===== src/rtl/lsu_bus_master.sv =====
// MEM-stage load/store initiator: one req/ack bus transaction per lw/st command.
// Optional REQ timeout enabled by defining LSU_TIMEOUT_EN.
module lsu_bus_master #(
   parameter int unsigned AW      = 32,
   parameter int unsigned DW      = 32,
   parameter int unsigned TIMEOUT = 255
) (
   input  logic            clk,
   input  logic            reset,
   input  logic [1:0]      cmd_inM,
   input  logic [AW-1:0]   addrM,
   input  logic [DW-1:0]   wdataM,
   input  logic [DW/8-1:0] beM,
   output logic            stall_out,
   output logic            ack_out,
   output logic            done_out,
   output logic [DW-1:0]   rdataW,
   output logic            err_out,
   output logic            bus_req,
   output logic            bus_we,
   output logic [AW-1:0]   bus_addr,
   output logic [DW-1:0]   bus_wdata,
   output logic [DW/8-1:0] bus_be,
   input  logic            bus_ack,
   input  logic [DW-1:0]   bus_rdata
);

   typedef enum logic [1:0] {StIdle, StReq, StDone} state_e;

   state_e state;
   logic   mem_cmd;
   logic   unused_addr;

   assign mem_cmd     = cmd_inM[1];
   assign unused_addr = ^addrM[1:0];

`ifdef LSU_TIMEOUT_EN
   logic [7:0] wait_cnt;
   logic       timed_out;

   assign timed_out = (wait_cnt == 8'(TIMEOUT));
`else
   assign err_out = 1'b0;
`endif

   always_ff @(posedge clk) begin
      if (reset) begin
         state     <= StIdle;
         bus_req   <= 1'b0;
         bus_we    <= 1'b0;
         bus_addr  <= '0;
         bus_wdata <= '0;
         bus_be    <= '0;
         rdataW    <= '0;
`ifdef LSU_TIMEOUT_EN
         err_out   <= 1'b0;
         wait_cnt  <= 8'd0;
`endif
      end else begin
         unique case (state)
            StIdle: begin
               if (mem_cmd) begin
                  state     <= StReq;
                  bus_req   <= 1'b1;
                  bus_we    <= (cmd_inM == 2'b10);
                  bus_addr  <= {addrM[AW-1:2], 2'b00};
                  bus_wdata <= wdataM;
                  bus_be    <= beM;
`ifdef LSU_TIMEOUT_EN
                  wait_cnt  <= 8'd0;
`endif
               end
            end
            StReq: begin
               // A same-cycle ack wins over the timeout.
               if (bus_ack) begin
                  state   <= StDone;
                  bus_req <= 1'b0;
                  if (!bus_we) rdataW <= bus_rdata;
`ifdef LSU_TIMEOUT_EN
                  err_out <= 1'b0;
               end else if (timed_out) begin
                  state   <= StDone;
                  bus_req <= 1'b0;
                  err_out <= 1'b1;
                  rdataW  <= '0;
               end else begin
                  wait_cnt <= wait_cnt + 8'd1;
`endif
               end
            end
            StDone: begin
               // Command still present here belongs to the finished access.
               state <= StIdle;
`ifdef LSU_TIMEOUT_EN
               err_out <= 1'b0;
`endif
            end
            default: state <= StIdle;
         endcase
      end
   end

   assign stall_out = ((state == StIdle) && mem_cmd) || (state == StReq);
   assign ack_out   = (state != StReq);
   assign done_out  = (state == StDone);

endmodule


===== config.mk =====
export PLATFORM = sky130hd
export DESIGN_NAME = lsu_bus_master
export DESIGN_NICKNAME = d
export VERILOG_FILES = /design/src/rtl/lsu_bus_master.sv
export SDC_FILE = /design/constraint.sdc
export NUM_CORES = 1
export LEC_CHECK = 0
export ABC_AREA = 1
export BUFFER_PORTS_ARGS = -buffer_cell sky130_fd_sc_hd__buf_2
export CAP_MARGIN = 20
export CELL_PAD_IN_SITES_DETAIL_PLACEMENT = 1
export CELL_PAD_IN_SITES_GLOBAL_PLACEMENT = 1
export CORE_MARGIN = 3
export CORE_UTILIZATION = 31
export DETAILED_ROUTE_END_ITERATION = 10
export HOLD_SLACK_MARGIN = 0.03
export PLACE_DENSITY_LB_ADDON = 0.1
export SYNTH_ARGS = -nofsm -noshare
export SYNTH_HDL_FRONTEND = slang
export SYNTH_SLANG_ARGS = --single-unit
export TNS_END_PERCENT = 10

===== constraint.sdc =====
create_clock -name clk -period 1.4 [get_ports clk]
set_input_delay 0.28 -clock clk [delete_from_list [all_inputs] [get_ports clk]]
set_output_delay 0.28 -clock clk [all_outputs]
set_load 0.005 [all_outputs]

Word-level counts from Yosys, hierarchy flattened

Index checks and enable logic that the tools add are counted.
Widths: inputs -> output; s select.

Memory bits (writable): 0
Bits in latches: 0
ROM bits: 0
Bits of input ports: 105
Memories: 0
Word-level logic and storage cells: 28
Flip-flop bits (word level): 102

Equality and inequality tests: 6
Bitwise operators: 1
Multipliers: 0
Multiplexer cells: 6
Add/subtract/negate cells: 0
Order comparisons: 0
Shifts and indexed selects: 0
Reductions and logical operators: 8
Divide/modulo/power cells: 0

Operators by type and width:

| cell               | number |
|---|---|
| $reduce_and 3->1   | 2 |
| $eq 2x2->1 const B | 2 |
| $mux 2             | 2 |
| $ne 2x2->1 const B | 2 |
| $pmux 2 s2         | 1 |
| $reduce_and 2->1   | 2 |
| $eq 2x1->1 const B | 1 |
| $logic_not 2->1    | 1 |
| $mux 1             | 2 |
| $ne 2x1->1 const B | 1 |
| $pmux 1 s2         | 1 |
| $reduce_bool 2->1  | 1 |
| $logic_and 1x1->1  | 1 |
| $logic_or 1x1->1   | 1 |
| $not 1->1          | 1 |

Logic depth before layout (Yosys ltp)

Gate-level depths: netlist of the first run.

Word-level depth: 3
Mapped depth: 7

Worst setup path before layout of the first run

OpenSTA, ideal clock, no wires.

Path kind: reg-to-reg
Start point: register state[1]
End point: register bus_wdata[10]
Library setup time: 0.113 ns
Setup slack: 0.244 ns
Arrival time: 1.043 ns
Period minus slack after synthesis: 1.156 ns
Data required time: 1.287 ns
Cell stages (with the launch flop): 7
Path through: dfxtp_1 -> nor2_2 -> buf_2 -> buf_2 -> nand3b_1 -> nand2_1 -> nor2_1

Cells in the longest elaborated chain, start to end: 2

Ends and longest elaborated chain:

| element                    | RTL line | source |
|---|---|---|
| from (decl)                | 30       | `state_e state;` |
| from (signal assigned)     | 48       | `state <= StIdle;` |
| from (signal assigned)     | 63       | `state <= StReq;` |
| from (signal assigned)     | 77       | `state <= StDone;` |
| $logic_not 2->1            | 60       | `unique case (state)` |
| $reduce_and 2->1 (no line) | --       |  |
| to (signal assigned)       | 67       | `bus_wdata <= wdataM;` |
| to (decl)                  | 22       | `output logic [DW-1:0] bus_wdata,` |

No other way between the ends.
A chain may end at the register's enable or synchronous reset.

Worst setup path after layout of the first run

Start point: register state[1]
End point: output stall_out

Cells in the longest elaborated chain, start to end: 3

Ends and longest elaborated chain:

| element            | RTL line | source |
|---|---|---|
| $logic_not 2->1    | 104      | `assign stall_out = ((state == StIdle) && mem_cmd) \|\| (state == StReq);` |
| $logic_and 1x1->1  | 104      |  |
| $logic_or 1x1->1 * | 104      |  |
| to (decl)          | 14       | `output logic stall_out,` |

Every way passes the cells marked *; elsewhere a longest branch is shown, timed or not.

==> results_dict.tcl, run 1 <==
set metrics [dict create \
    clockBufferDepth 2 \
    gp_congestion 0.721 \
    synthCells 596 \
    wirelength_um 13500 \
    rr_worst_depth 6 \
    power_density_nw_per_um2 1170 \
    cts_tree "done" \
    synth_warnings 0 \
    hold_depth 2 \
    first_global_vias 4242 \
    synthesis.area_um2 4280 \
    synth_top_area_share 0.477 \
    fin_crit_sh 0.960 \
    cp_top_family "flip-flops" \
    final_hold_viol_count 0 \
    die-height_um 123 \
    cts-buffers-inserted 9 \
    clockRootBuffer "clkbuf_16" \
    rows 42 \
    synth_xor_area_frac 0 \
    syn_to_final_growth_pct 35.8 \
    synth-compound-area-share 0.00234 \
    synth_simple_gate_area_frac 0.430 \
    setup_viol 0 \
    irDropWorstVdd_v 0.000494 \
    synth_area_leaders "dfxtp_1 48%, nor2_1 18%, nand3b_1 12%" \
    status "complete, no violations" \
    max_freq_ghz 0.744 \
    slowest_stage "dfxtp_4" \
    core_area_um2 13300 \
    path_buf_inv 1 \
    grt_overflow_total 0 \
    wire_per_inst_um 14.0 \
    ios 211 \
    crit_chain "nor2_4 -> nand2_4 -> nand2_2 -> buf_6" \
    synthArstFlopShare 0 \
    stdcell_count 967 \
    fin_ws_ns 0.0561 \
    ant_nets 0 \
    cp.required_ns 1.12 \
    final_nets 889 \
    hold_buffers 0 \
    grt_first_pass_wirelength_um 20600 \
    end_kind "output pin" \
    initialDrtViolationCount 242 \
    synth.most_common_cell "nor2_1" \
    vias 4349 \
    clock_latency_ns 0.35 \
    drt_first_pass_iters 4 \
    crit_cells 4 \
    report.final.slew_viol_count 0 \
    worstPathArrival_ns 1.06 \
    yosysUniqueCellTypes 17 \
    ctsHtreeMaxLevel 3 \
    cts_sinks 102 \
    path_class "flip-flop to output pin" \
    die_x_um 123 \
    post-synth-top-area-cell "dfxtp_1" \
    synthFlopType "dfxtp_1" \
    finalClockSkew_ns 0.00517 \
    grt_max_degree 52 \
    ys_ff_latch 102 \
    dp_hpwl_um 9560 \
    antenna_found_initial 2 \
    post-place-cells 946 \
    clkTransAtPathRegs_ns 0.07 \
    min_period_ns 1.34 \
    cp_max_fo 4 \
    synth-edff-count 0 \
    synth_seq_area_share 0.477 \
    start_util 0.320 \
    vias_per_cell 4.50 \
    io_buffers 205 \
    grt_usage 0.173 \
    synth_top_family_by_area "simple AND/OR/NAND/NOR gates" \
    place_ws_ns 0.183 \
    max_cap_viol_count 0 \
    drc 0 \
    p_leak_nw 3.06 \
    final_core_util 0.435 \
    synth_fa_ha_area_frac 0 \
    fp.dieArea_um2 15200 \
    hold_class "input port to flip-flop" \
    drive_above_1_share 0.305 \
    avgSynthCellArea_um2 7.18 \
    muxShareOfSynthArea 0 \
    cp-start-kind "flip-flop" \
    yosys-top-cells-count "201 x nor2_1, 104 x nand2_1, 102 x dfxtp_1, 66 x nand3b_1, 36 x inv_1" \
    slowest_delay_ns 0.36 \
]
registers in the layout, indices dropped and copies added (netlist names):
| register | count |
|---|---|
| bus_req | 1 |
| bus_be | 4 |
| bus_we | 1 |
| bus_addr | 30 |
| bus_wdata | 32 |
| state | 2 |
| rdataW | 32 |
where the power goes:
group          internal [mW]  total, mW  switching, mW
registers               3.13       3.25          0.114
clock network           1.26       2.32           1.07
logic                  0.578       1.25          0.675
total                   4.97       6.82           1.85
layer usage:
layer	vias up	track usage	wire length, µm
met5	-	0	0
met4	0	0.0941	435
met3	28	0.0567	1170
met2	138	0.274	6270
met1	1990	0.206	5680
li1	2193	-	-
cells in the final DEF, fill, tap and decap left out, drive strengths merged:
cell type	Yosys	layout
buf	37	219
nor2	204	204
nand2	105	105
dfxtp	102	102
nand3b	66	66
inv	38	37
nand3	34	34
clkbuf	7	15
conb	1	3
diode	0	2
clkinv	0	2
a21oi	2	2
through the flow:
stage	cell area [µm²]	setup TNS (ns)	hold slack (ns)	power, mW
2_1_floorplan	4290	0	0.349	3.99
3_3_place_gp	5500	0	0.452	4.52
3_5_place_dp	5500	0	0.469	4.57
4_1_cts	5770	0	0.118	6.94
5_1_grt	5810	-0.00665	0.147	7.25
6_report	5810	0	0.148	6.82
repair_timing:
item,CTS,global route
resized for setup,3,5
setup endpoints to repair,2,1
pin swaps,1,2
setup buffers,1,2
endpoints found under the hold margin,0,0
final cells by class:
type                    instances  area, µm²
diodes                          2       5.00
clock inverters                 1       5.00
repair buffers                219       1250
inverters                      38        144
multi-input cells             414       1880
clock buffers                  15        258
well taps                     176        220
fillers                      1785       7540
flip-flops and latches        102       2050
cell families (layout without fill, tap and decap cells):
logic type,Yosys count,count (layout)
simple gates,409,409
flops,102,102
compound gates,2,2
buf+inv,82,273
other cells,1,5
path summary, 6_finish.rpt:
path,slack (ns),endpoint,from
setup / recovery,0.06,stall_out,state[1]
hold / removal,0.15,state[1],reset
setup reg to reg,0.15,bus_addr[12],state[1]
hold reg to reg,0.48,bus_be[2],bus_be[2]
Note: power is estimated with default switching activity, not from simulation.
==> run 2: changes to the inputs <==
--- a/config.mk
+++ b/config.mk
@@ -9,3 +9,3 @@
 export BUFFER_PORTS_ARGS = -buffer_cell sky130_fd_sc_hd__buf_2
-export CAP_MARGIN = 20
+export CAP_MARGIN = 10
 export CELL_PAD_IN_SITES_DETAIL_PLACEMENT = 1
@@ -16,2 +16,3 @@
 export HOLD_SLACK_MARGIN = 0.03
+export MAX_ROUTING_LAYER = met4
 export PLACE_DENSITY_LB_ADDON = 0.1
==> constraint.sdc (replaced) <==
create_clock -name clk -period 1.4 [get_ports clk]
set_input_delay 0.14 -clock clk [delete_from_list [all_inputs] [get_ports clk]]
set_output_delay 0.14 -clock clk [all_outputs]
set_load 0.005 [all_outputs]
==> results_dict.tcl, run 2 (synthesized netlist as in run 1, its figures left out) <==
set metrics [dict create \
    min_from "cmd_inM[0]" \
    final_cell_mix "205 x buf_2, 200 x nor2_1, 104 x nand2_1" \
    final_hold_viol_count 0 \
    antenna_found_initial 0 \
    slowest_stage "dfxtp_2" \
    clkTransAtPathRegs_ns 0.06 \
    wire_per_inst_um 13.7 \
    reg_top3 "bus_wdata: 32 flops, rdataW: 32 flops, bus_addr: 30 flops" \
    end_kind "output pin" \
    hold_depth 4 \
    die-height_um 123 \
    drt_first_pass_iters 4 \
    final_nets 889 \
    worstPathArrival_ns 1.13 \
    grt_usage 0.176 \
    cp-start-kind "flip-flop" \
    slowest_delay_ns 0.37 \
    cp_max_fo 3 \
    ios 211 \
    max_cap_viol_count 0 \
    status "complete, no violations" \
    dp_hpwl_um 9480 \
    cts_tree "done" \
    reg2reg_to "bus_addr[22]" \
    p_leak_nw 3.06 \
    final_core_util 0.434 \
    rows 42 \
    finalClockSkew_ns 0.00385 \
    vias 4309 \
    fin_tns_setup_ns 0 \
    r2r_slack_ns 0.18 \
    finalHoldWorstSlack_ns 0.0928 \
    clockBufferDepth 2 \
    insertedDiodeCount 0 \
    clock_latency_ns 0.34 \
    hold_class "input port to flip-flop" \
    crit_chain "inv_1 -> nand2_1 -> nand2_1 -> buf_2" \
    final_cell_area_um2 5790 \
    drive_above_1_share 0.303 \
    grt_overflow_total 0 \
    fp.dieArea_um2 15200 \
    ant_nets 0 \
    path_class "flip-flop to output pin" \
    initialDrtViolationCount 197 \
    layout_commonest_cell "buf_2" \
    crit_top_cell "nand2_1" \
    cp.required_ns 1.26 \
    irDropWorstVdd_v 0.000398 \
    place_area_um2 5500 \
    vias_per_cell 4.47 \
    start_util 0.320 \
    syn_to_final_growth_pct 35.4 \
    grt_max_degree 51 \
    ctsHtreeMaxLevel 3 \
    rr_worst_depth 6 \
    setup_viol 0 \
    fin_crit_sh 0.907 \
    grt_setup_unrepaired "no" \
    drc 0 \
    die_x_um 123 \
    wirelength_um 13200 \
    min_period_ns 1.27 \
    power_density_nw_per_um2 1180 \
    max_freq_ghz 0.787 \
    core_area_um2 13300 \
    report.final.slew_viol_count 0 \
    clockRootBuffer "clkbuf_16" \
    cts_sinks 102 \
    grt_first_pass_wirelength_um 20500 \
    hold_end "bus_we" \
    gp_congestion 0.734 \
    cts-buffers-inserted 9 \
    first_global_vias 4099 \
    io_buffers 205 \
    r2r-start "state[0]" \
]
[run 2: area by class of cell]
class / instances / area (µm²)
Tap cell: 176 / 220
Sequential cell: 102 / 2040
Fill cell: 1730 / 7550
Multi-Input combinational cell: 414 / 1870
Clock inverter: 1 / 5.00
Clock buffer: 14 / 264
Timing Repair Buffer: 219 / 1250
Inverter: 38 / 145
[run 2: how the worst max path moves through the flow]
stage,slack (ns),endpoint,from
4_1_cts,0.02,stall_out,state[1]
2_1_floorplan,0.24,bus_wdata[10],state[1]
6_report,0.13,stall_out,state[1]
3_3_place_gp,0.22,bus_addr[27],state[0]
5_1_grt,0.05,stall_out,state[1]
3_5_place_dp,0.15,bus_addr[23],state[1]
[run 2: critical path: cells and delay by family, from the launching register on]
| family | cells | cell delay [ns] |
|---|---|---|
| flip-flops | 1 | 0.37 |
| buffers and inverters | 2 | 0.21 |
| AND/OR/NAND/NOR | 2 | 0.21 |
[run 2: what timing repair did]
action                                 in CTS  in global routing
endpoints found under the hold margin       3                  0
gates resized for setup                     0                  3
setup buffers                               0                  1
setup endpoints to repair                   0                 31
hold buffers                                1                  0
[run 2: stage by stage]
step,instances,worst slack (ns),power (mW)
after floorplan,598,0.244,3.99
after global placement,947,0.216,4.53
after detailed placement,947,0.153,4.58
after CTS,963,0.0198,6.93
after global routing,964,0.0489,7.25
final,964,0.130,6.81
[run 2: power breakdown]
group / total [mW] / switching, mW / internal (mW)
logic: 1.24 / 0.669 / 0.572
clock network: 2.32 / 1.02 / 1.29
registers: 3.25 / 0.117 / 3.13
[run 2: metal layers]
layer,vias to the layer above,track usage,share of wire
met3,14,0.0329,0.066
met4,0,0.0616,0.016
met1,1968,0.224,0.44
li1,2191,-,-
met5,-,-,0
met2,136,0.280,0.48
==> run 3: changes to the inputs <==
Settings changed: CORE_ASPECT_RATIO set to 1.25.
==> results_dict.tcl, run 3 (synthesized netlist as in run 1, its figures left out) <==
set metrics [dict create \
    cts_tree "done" \
    ctsHtreeMaxLevel 3 \
    cp.required_ns 1.26 \
    cts_sinks 102 \
    rr_worst_depth 5 \
    drt_first_pass_iters 4 \
    cp_max_fo 5 \
    die-height_um 137 \
    cp-startpoint "state[0]" \
    finalClockSkew_ns 0.00478 \
    clkTransAtPathRegs_ns 0.06 \
    setup_viol 0 \
    post_cts_buffers 0 \
    first_global_vias 4462 \
    io_buffers 205 \
    max_cap_viol_count 0 \
    fp.dieArea_um2 15300 \
    max_freq_ghz 0.766 \
    cts-buffers-inserted 9 \
    antenna_found_initial 0 \
    p_leak_nw 3.09 \
    finalHoldWorstSlack_ns 0.0780 \
    drive_above_1_share 0.305 \
    slowest_stage "dfxtp_2" \
    multi_input_area_um2 1870 \
    initialDrtViolationCount 187 \
    vias_per_cell 4.54 \
    ant_nets 0 \
    power_mw 7.18 \
    start_util 0.320 \
    grt_first_pass_wirelength_um 21400 \
    crit_chain "nor2_4 -> nand2_4 -> nand2_1 -> buf_2" \
    power_density_nw_per_um2 1230 \
    fin_crit_sh 0.932 \
    slowest_delay_ns 0.35 \
    grt_setup_unrepaired "no" \
    reg_top3 "bus_wdata: 32 flops, rdataW: 32 flops, bus_addr: 30 flops" \
    wire_per_inst_um 14.2 \
    hold_class "input port to flip-flop" \
    min_period_ns 1.30 \
    final_nets 889 \
    place_area_um2 5490 \
    drc 0 \
    end_kind "output pin" \
    clockRootBuffer "clkbuf_16" \
    layout_commonest_cell "buf_2" \
    grt_max_degree 54 \
    irDropWorstVdd_v 0.000448 \
    r2r-start "state[0]" \
    cp_top_family "simple AND/OR/NAND/NOR gates" \
    grt_usage 0.179 \
    path_class "flip-flop to output pin" \
    wirelength_um 13700 \
    clock_latency_ns 0.34 \
    report.final.slew_viol_count 0 \
    ios 211 \
    status "complete, no violations" \
    vias 4361 \
    r2r_slack_ns 0.13 \
    grt_overflow_total 0 \
    final_cell_mix "205 x buf_2, 200 x nor2_1, 104 x nand2_1" \
    cp-start-kind "flip-flop" \
    final_cell_area_um2 5830 \
    fin_tns_setup_ns 0 \
    clockBufferDepth 2 \
    rows 47 \
    reg2reg_to "bus_wdata[28]" \
    dp_hpwl_um 9760 \
    core_area_um2 13300 \
    gp_congestion 0.759 \
    crit_cells 4 \
    die_x_um 111 \
    path_buf_inv 1 \
    worstSetupEndpoint "stall_out" \
    fill_cells 1765 \
    syn_to_final_growth_pct 36.2 \
    insertedDiodeCount 0 \
    worstPathArrival_ns 1.16 \
    final_hold_viol_count 0 \
    final-seq-area_um2 2040 \
]
-- run 3: cell count changes in the layout (fill, tap and decap cells not counted) --
| cell | previous run | this run |
|---|---|---|
| bufinv_16 | 0 | 2 |
| buf_12 | 9 | 8 |
| buf_4 | 4 | 5 |
| clkbuf_1 | 3 | 2 |
| clkbuf_8 | 2 | 1 |
| clkinv_2 | 1 | 2 |
| inv_2 | 1 | 2 |
| inv_4 | 1 | 0 |
| nand2_2 | 1 | 0 |
| nand2_4 | 0 | 1 |
-- run 3: report_power, final --
group	internal [mW]	switching, mW	leakage [nW]	total, mW
logic	0.566	0.677	2.09	1.24
clock network	1.61	1.08	0.157	2.69
registers	3.13	0.114	0.842	3.25
total	5.31	1.87	3.09	7.18
-- run 3: area by class of cell --
class	count	area share
clock inverters	4	0.0120
clock buffers	12	0.0423
well taps	171	0.0367
flip-flops and latches	102	0.351
multi-input cells	414	0.322
repair buffers	219	0.212
inverters	38	0.0245
-- run 3: worst min-delay path by stage --
| stage | start | end | slack (ns) | depth (start not counted) |
|---|---|---|---|---|
| 2_1_floorplan | reset | bus_req | 0.21 | 1 |
| 3_3_place_gp | reset | bus_req | 0.36 | 2 |
| 4_1_cts | cmd_inM[0] | bus_we | 0.07 | 4 |
| 3_5_place_dp | reset | state[0] | 0.37 | 2 |
| 5_1_grt | wdataM[4] | bus_wdata[4] | 0.1 | 4 |
| 6_report | cmd_inM[0] | bus_we | 0.08 | 4 |
-- run 3: per-layer routing --
layer	GRT usage	vias up	routed length [µm]
met5	-	-	0
met4	0.0683	0	279
met3	0.0365	18	669
met2	0.321	122	7030
met1	0.196	2032	5690
li1	-	2189	-
-- run 3: through the flow --
step	utilization	std cells	setup slack (ns)
final	0.436	960	0.0953
after global placement	0.411	943	0.187
after global routing	0.436	960	0.0172
after floorplan	-	598	0.244
after detailed placement	0.411	943	0.142
after CTS	0.436	960	0.0410
-- run 3: what timing repair did --
action	4_1_cts	5_1_grt
endpoints found under the setup margin	0	1
hold endpoints to repair	3	0
hold buffers	1	0
gates resized for setup	0	3
-- run 3: tightest hold or removal path: stages --
cell and delay, ns:
buf_2 0.07, nand3_1 0.07, nand2_1 0.06, nor2_1 0.04
